===== config.mk =====
export PLATFORM = sky130hd
export DESIGN_NAME = mem_port_arbiter
export DESIGN_NICKNAME = d
export VERILOG_FILES = /design/src/rtl/mem_arb_pkg.sv /design/src/rtl/mem_arb_rr2.sv /design/src/rtl/mem_port_arbiter.sv
export SDC_FILE = /design/constraint.sdc
export NUM_CORES = 1
export LEC_CHECK = 0
export CORE_UTILIZATION = 42
export CTS_CLUSTER_SIZE = 16
export DETAILED_ROUTE_END_ITERATION = 10
export GPL_TIMING_DRIVEN = 0
export PLACE_DENSITY = 0.91
export SYNTH_ARGS = -nofsm -noshare
export SYNTH_HDL_FRONTEND = slang
export SYNTH_SLANG_ARGS = --single-unit

===== constraint.sdc =====
create_clock -name clk -period 2.75 [get_ports clk]
set_input_delay 0.6875 -clock clk [delete_from_list [all_inputs] [get_ports clk]]
set_output_delay 0.6875 -clock clk [all_outputs]
set_load 0.01 [all_outputs]

===== src/rtl/mem_arb_pkg.sv =====
// mem_arb_pkg: shared types, constants and byte-merge helper for the memory port arbiter
package mem_arb_pkg;
  typedef enum logic [2:0] {S_IDLE, S_RD, S_WR, S_MERGE_WR, S_NOP} state_t;
  localparam logic M0_ID = 1'b0;
  localparam logic M1_ID = 1'b1;
  localparam logic [3:0] WSTRB_FULL = 4'hF;
  function automatic logic [31:0] merge_bytes(input logic [31:0] wdata, input logic [3:0] wstrb,
                                              input logic [31:0] old);
    logic [31:0] w;
    for (int i = 0; i < 4; i++) w[8*i +: 8] = wstrb[i] ? wdata[8*i +: 8] : old[8*i +: 8];
    return w;
  endfunction
endpackage


===== src/rtl/mem_arb_rr2.sv =====
// mem_arb_rr2: combinational 2-way round-robin grant picker
// Ports: i_req[1:0] requests, i_last_gnt id granted last, i_enable allow a grant, o_gnt[1:0] one-hot grant
module mem_arb_rr2 import mem_arb_pkg::*; (
  input  logic [1:0] i_req,
  input  logic       i_last_gnt,
  input  logic       i_enable,
  output logic [1:0] o_gnt
);
  assign o_gnt = !i_enable ? 2'b00 : (&i_req) ? ((i_last_gnt == M1_ID) ? 2'b01 : 2'b10) : i_req;
endmodule


===== src/rtl/mem_port_arbiter.sv =====
// mem_port_arbiter: round-robin sharing of a single-port word memory between two masters, with RMW byte writes
// Ports: clk/reset (sync, active high); per master mX_req/we/addr/wdata/wstrb in, mX_gnt/done/rdata out;
//        memory side mem_address/mem_data_out/mem_we out, mem_data_in in (valid READ_LAT cycles after address)
module mem_port_arbiter import mem_arb_pkg::*; #(
  parameter int READ_LAT = 1,
  parameter int CNT_W    = 4
) (
  input  logic        clk,
  input  logic        reset,
  input  logic        m0_req,
  input  logic        m0_we,
  input  logic [31:0] m0_addr,
  input  logic [31:0] m0_wdata,
  input  logic [3:0]  m0_wstrb,
  output logic        m0_gnt,
  output logic        m0_done,
  output logic [31:0] m0_rdata,
  input  logic        m1_req,
  input  logic        m1_we,
  input  logic [31:0] m1_addr,
  input  logic [31:0] m1_wdata,
  input  logic [3:0]  m1_wstrb,
  output logic        m1_gnt,
  output logic        m1_done,
  output logic [31:0] m1_rdata,
  output logic [31:0] mem_address,
  output logic [31:0] mem_data_out,
  output logic        mem_we,
  input  logic [31:0] mem_data_in
);
  state_t            r_state, w_next;
  logic              r_last_gnt, r_id, r_we, r_m0_done, r_m1_done;
  logic [3:0]        r_wstrb;
  logic [31:0]       r_mem_addr, r_wdata, r_m0_rdata, r_m1_rdata;
  logic [CNT_W-1:0]  r_cnt;
  logic [1:0]        w_gnt;
  logic              w_gnt_any, w_sel, w_we, w_enable, w_rd_sample, w_finish;
  logic [3:0]        w_wstrb;
  logic [31:0]       w_addr, w_wdata;

  mem_arb_rr2 u_rr (
    .i_req      ({m1_req, m0_req}),
    .i_last_gnt (r_last_gnt),
    .i_enable   (w_enable),
    .o_gnt      (w_gnt)
  );

  assign w_gnt_any   = |w_gnt;
  assign w_sel       = w_gnt[1];
  assign w_we        = w_sel ? m1_we    : m0_we;
  assign w_wstrb     = w_sel ? m1_wstrb : m0_wstrb;
  assign w_addr      = w_sel ? m1_addr  : m0_addr;
  assign w_wdata     = w_sel ? m1_wdata : m0_wdata;
  assign w_rd_sample = (r_state == S_RD) && (r_cnt == '0);
  assign w_finish    = (w_rd_sample && !r_we) || (r_state inside {S_WR, S_MERGE_WR, S_NOP});

  always_ff @(posedge clk) begin
    if (reset) r_state <= S_IDLE;
    else       r_state <= w_next;
  end

  // Partial writes take the RD path first to fetch the word they merge into.
  always_comb begin
    w_next = r_state;
    if (r_state == S_IDLE && w_gnt_any)
      w_next = (!w_we || (w_wstrb != WSTRB_FULL && w_wstrb != '0)) ? S_RD :
               (w_wstrb == WSTRB_FULL) ? S_WR : S_NOP;
    else if (r_state == S_RD)
      w_next = (r_cnt != '0) ? S_RD : r_we ? S_MERGE_WR : S_IDLE;
    else if (r_state inside {S_WR, S_MERGE_WR, S_NOP})
      w_next = S_IDLE;
  end

  always_comb begin
    w_enable     = (r_state == S_IDLE) && !reset;
    m0_gnt       = w_gnt[0];
    m1_gnt       = w_gnt[1];
    mem_we       = r_state inside {S_WR, S_MERGE_WR};
    mem_address  = r_mem_addr;
    mem_data_out = r_wdata;
    m0_done      = r_m0_done;
    m1_done      = r_m1_done;
    m0_rdata     = r_m0_rdata;
    m1_rdata     = r_m1_rdata;
  end

  always_ff @(posedge clk) begin
    if (reset) begin
      r_last_gnt <= M1_ID;
      r_id       <= M0_ID;
      r_we       <= 1'b0;
      r_wstrb    <= '0;
      r_wdata    <= '0;
      r_mem_addr <= '0;
      r_cnt      <= '0;
      r_m0_done  <= 1'b0;
      r_m1_done  <= 1'b0;
      r_m0_rdata <= '0;
      r_m1_rdata <= '0;
    end else begin
      r_m0_done <= w_finish && (r_id == M0_ID);
      r_m1_done <= w_finish && (r_id == M1_ID);
      if (r_state == S_RD) r_cnt <= r_cnt - 1'b1;
      if (w_gnt_any) begin
        r_id       <= w_sel;
        r_last_gnt <= w_sel;
        r_we       <= w_we;
        r_wstrb    <= w_wstrb;
        r_wdata    <= w_wdata;
        r_cnt      <= CNT_W'(READ_LAT);
        // An empty-strobe write never touches memory, so the bus address is left alone.
        if (!(w_we && w_wstrb == '0)) r_mem_addr <= w_addr & ~32'h3;
      end
      if (w_rd_sample) begin
        if (r_we)                r_wdata    <= merge_bytes(r_wdata, r_wstrb, mem_data_in);
        else if (r_id == M0_ID)  r_m0_rdata <= mem_data_in;
        else                     r_m1_rdata <= mem_data_in;
      end
    end
  end
endmodule


==> flow_summary.json <==
{
  "ys.flop_type": "dfxtp_1",
  "crit_path_end_kind": "output pin",
  "cp_cell_sequence": "buf_2 > nor4_4 > buf_4 > buf_6 > and3_1 > clkdlybuf4s15_2",
  "grt_pass1_vias": 7235,
  "worstSetupPathType": "reg -> out",
  "antenna_found_initial": 0,
  "cp_num_buf_inv": 4,
  "portBuffers": 298,
  "fin_util": 0.6898,
  "synthToLayoutAreaGrowth_pct": 58.58,
  "wire_per_inst_um": 19.35,
  "synth_edf_count": 0,
  "crit_path_max_incr_delay_ns": 0.31,
  "p_leak_nw": 3.736,
  "hold_depth": 2,
  "finalCritPeriodShare": 0.9663,
  "synth_seq_cells": 142,
  "crit_cells": 6,
  "place_ws_ns": -0.5076,
  "gr-total-overflow": 0,
  "cts_max_level": 4,
  "power_mw": 6.373,
  "maxSlewHeadroom": 0.4550,
  "ys_warn_count": 0,
  "cts_made_buffers": 17,
  "vias": 7234,
  "drt-total-wl_mm": 25.39,
  "die_h_um": 127.9,
  "cts_tree": "done",
  "crit_fanout": 10,
  "setup_viol": 0,
  "fin_worst_skew_ns": 0.008730,
  "viasPerCell": 5.514,
  "drive_gt1_frac": 0.1462,
  "clockBufferDepth": 2,
  "p_per_area_mw_per_mm2": 603.3,
  "fmax_mhz": 376.3,
  "die_w_um": 127.9,
  "seq_power_share": 0.369,
  "worst_slew_pin_slew_ns": 0.8175,
  "netlist_area_mm2": 0.006661,
  "pwr-share-clk": 0.375,
  "p_switching_mw": 1.899,
  "syn_inst": 768,
  "yosysTopAreaCellShare": 0.4267,
  "n_antenna_cell": 0,
  "whs_ns": 0.4551,
  "fin_ws_ns": 0.09263,
  "grt_pass1_wl_mm": 38.45,
  "ant_nets": 0,
  "async_flop_share": 0,
  "start_util": 0.4350,
  "crit_family": "buffers and inverters",
  "root_buffer": "clkbuf_16",
  "io_pins": 307,
  "worstSkewPairLatency_ns": 0.42,
  "hold_class": "reg -> reg",
  "vdd_drop_max_mv": 0.4570,
  "switching_share": 0.2980,
  "dr.pass1.iters": 5,
  "place_hpwl_mm": 19.32,
  "cp_slowest_cell": "dfxtp_1",
  "yosys-top-cells-area": "dfxtp_1 43%, nand2_1 7.6%, a211oi_1 6.4%",
  "ctsHoldBuffers": 0,
  "grt_max_degree": 17,
  "p_int_mw": 4.474,
  "ff2ff_path_depth": 8,
  "die-area_mm2": 0.01637,
  "pwr-share-comb": 0.255,
  "grtUsageTotal": 0.3100,
  "coreArea_mm2": 0.01531,
  "synth.top_cells.by_count": "142 x dfxtp_1, 134 x nand2_1, 68 x a21oi_1",
  "period_needed_ns": 2.657,
  "drv_cap": 0,
  "status": "complete, no violations",
  "crit_arrival_ns": 1.97,
  "ys_seq_area_frac": 0.4267,
  "cts_sinks": 142,
  "required_ns": 2.06,
  "postSynthAreaPerCell_um2": 8.674,
  "cts.clk_slew.worst_paths_ns": 0.06,
  "synth.most_common_cell": "dfxtp_1",
  "first_iter_violations": 411,
  "nets": 1264,
  "drv_slew": 0,
  "yosys.area.top_type": "dfxtp_1",
  "cp-start-kind": "flip-flop",
  "rsz0062_at_grt": "no",
  "row_count": 45,
  "route.detailed.drc": 0,
  "synthDistinctLibCells": 53,
  "hold_viol": 0,
  "gp_congestion": 0.8655
}
[worst reg2reg max path, delay by kind of cell (launching register included)]
family | cells | cell delay (ns)
flops | 1 | 0.31
simple gates | 2 | 0.37
compound gates | 2 | 0.62
buf+inv | 4 | 0.81
[through the flow]
| stage | instances | instance area (um2) | setup TNS [ns] |
|---|---|---|---|
| after CTS | 1312 | 10550 | 0 |
| after global placement | 1278 | 9912 | -3.389 |
| after global routing | 1312 | 10560 | 0 |
| final | 1312 | 10560 | 0 |
| after detailed placement | 1278 | 9912 | -4.997 |
| after floorplan | 769 | 6665 | 0 |
[registers in the layout, summed over array words and instances (netlist names)]
signal,flops
r_cnt,4
r_last_gnt,1
m1_done,1
mem_data_out,32
r_wstrb,4
r_state,3
m0_rdata,32
r_id,1
m1_rdata,32
r_we,1
m0_done,1
mem_address,30
[repair_timing]
item                                   4_1_cts  5_1_grt
endpoints found under the hold margin        0        0
buffers inserted                             2        0
gates resized for setup                      7        2
pin swaps                                    0        1
setup endpoints to repair                    2        1
[logic make-up (layout without fill, tap and decap cells)]
| family | after synthesis | in the layout | synth area share |
|---|---|---|---|
| mux | 34 | 34 | 0.05672 |
| fa+ha+maj | 2 | 2 | 0.003756 |
| compound gates | 217 | 217 | 0.2361 |
| simple gates | 259 | 259 | 0.1953 |
| buf+inv | 111 | 443 | 0.07814 |
| flops | 142 | 142 | 0.4267 |
| other cells | 1 | 2 | 0.0005629 |
| xor+xnor | 2 | 2 | 0.002630 |
[final timing paths]
kind	from	to	slack, ns
setup reg to reg	r_state[1]	mem_data_out[29]	0.49
hold reg to reg	mem_address[8]	mem_address[8]	0.46
setup / recovery	r_state[1]	m0_gnt	0.09
hold / removal	mem_address[8]	mem_address[8]	0.46
[placed cells by master, fill, tap and decap left out, drive strengths merged, types with 5 or more instances in the layout]
cell / count
nor3: 21
a31oi: 17
o21ai: 27
dfxtp: 142
nand2: 136
nor2: 21
nor4: 21
o221a: 16
inv: 42
buf: 41
nand3b: 5
and3: 18
mux2: 30
clkbuf: 55
a211oi: 79
nand3: 20
clkdlybuf4s50: 295
a21oi: 68
[power by group through the flow]
stage                     Sequential (mW)  Combinational (mW)  Clock (mW)
after CTS                            2.35                1.62        2.41
after global routing                 2.37                1.74        2.50
after floorplan                      2.46               0.711           0
after detailed placement             2.39                1.60           0
after global placement               2.38                1.57           0
final                                2.35                1.63        2.39
[cell type report]
class,count,area (um2)
Fill cell,1195,4751
Inverter,35,131.4
Tap cell,211,264.0
Buffer,76,395.4
Clock buffer,18,439.2
Clock inverter,14,176.4
Sequential cell,142,2843
Multi-Input combinational cell,516,3318
Timing Repair Buffer,300,2997
[per-layer routing]
| layer | share of wire | global-route usage | vias up |
|---|---|---|---|
| li1 | - | - | 3398 |
| met1 | 0.39 | 0.3532 | 3384 |
| met2 | 0.48 | 0.5281 | 384 |
| met3 | 0.090 | 0.08639 | 68 |
| met4 | 0.041 | 0.1633 | 0 |
| met5 | 0 | 0 | - |
(Power assumes the default switching activity.)
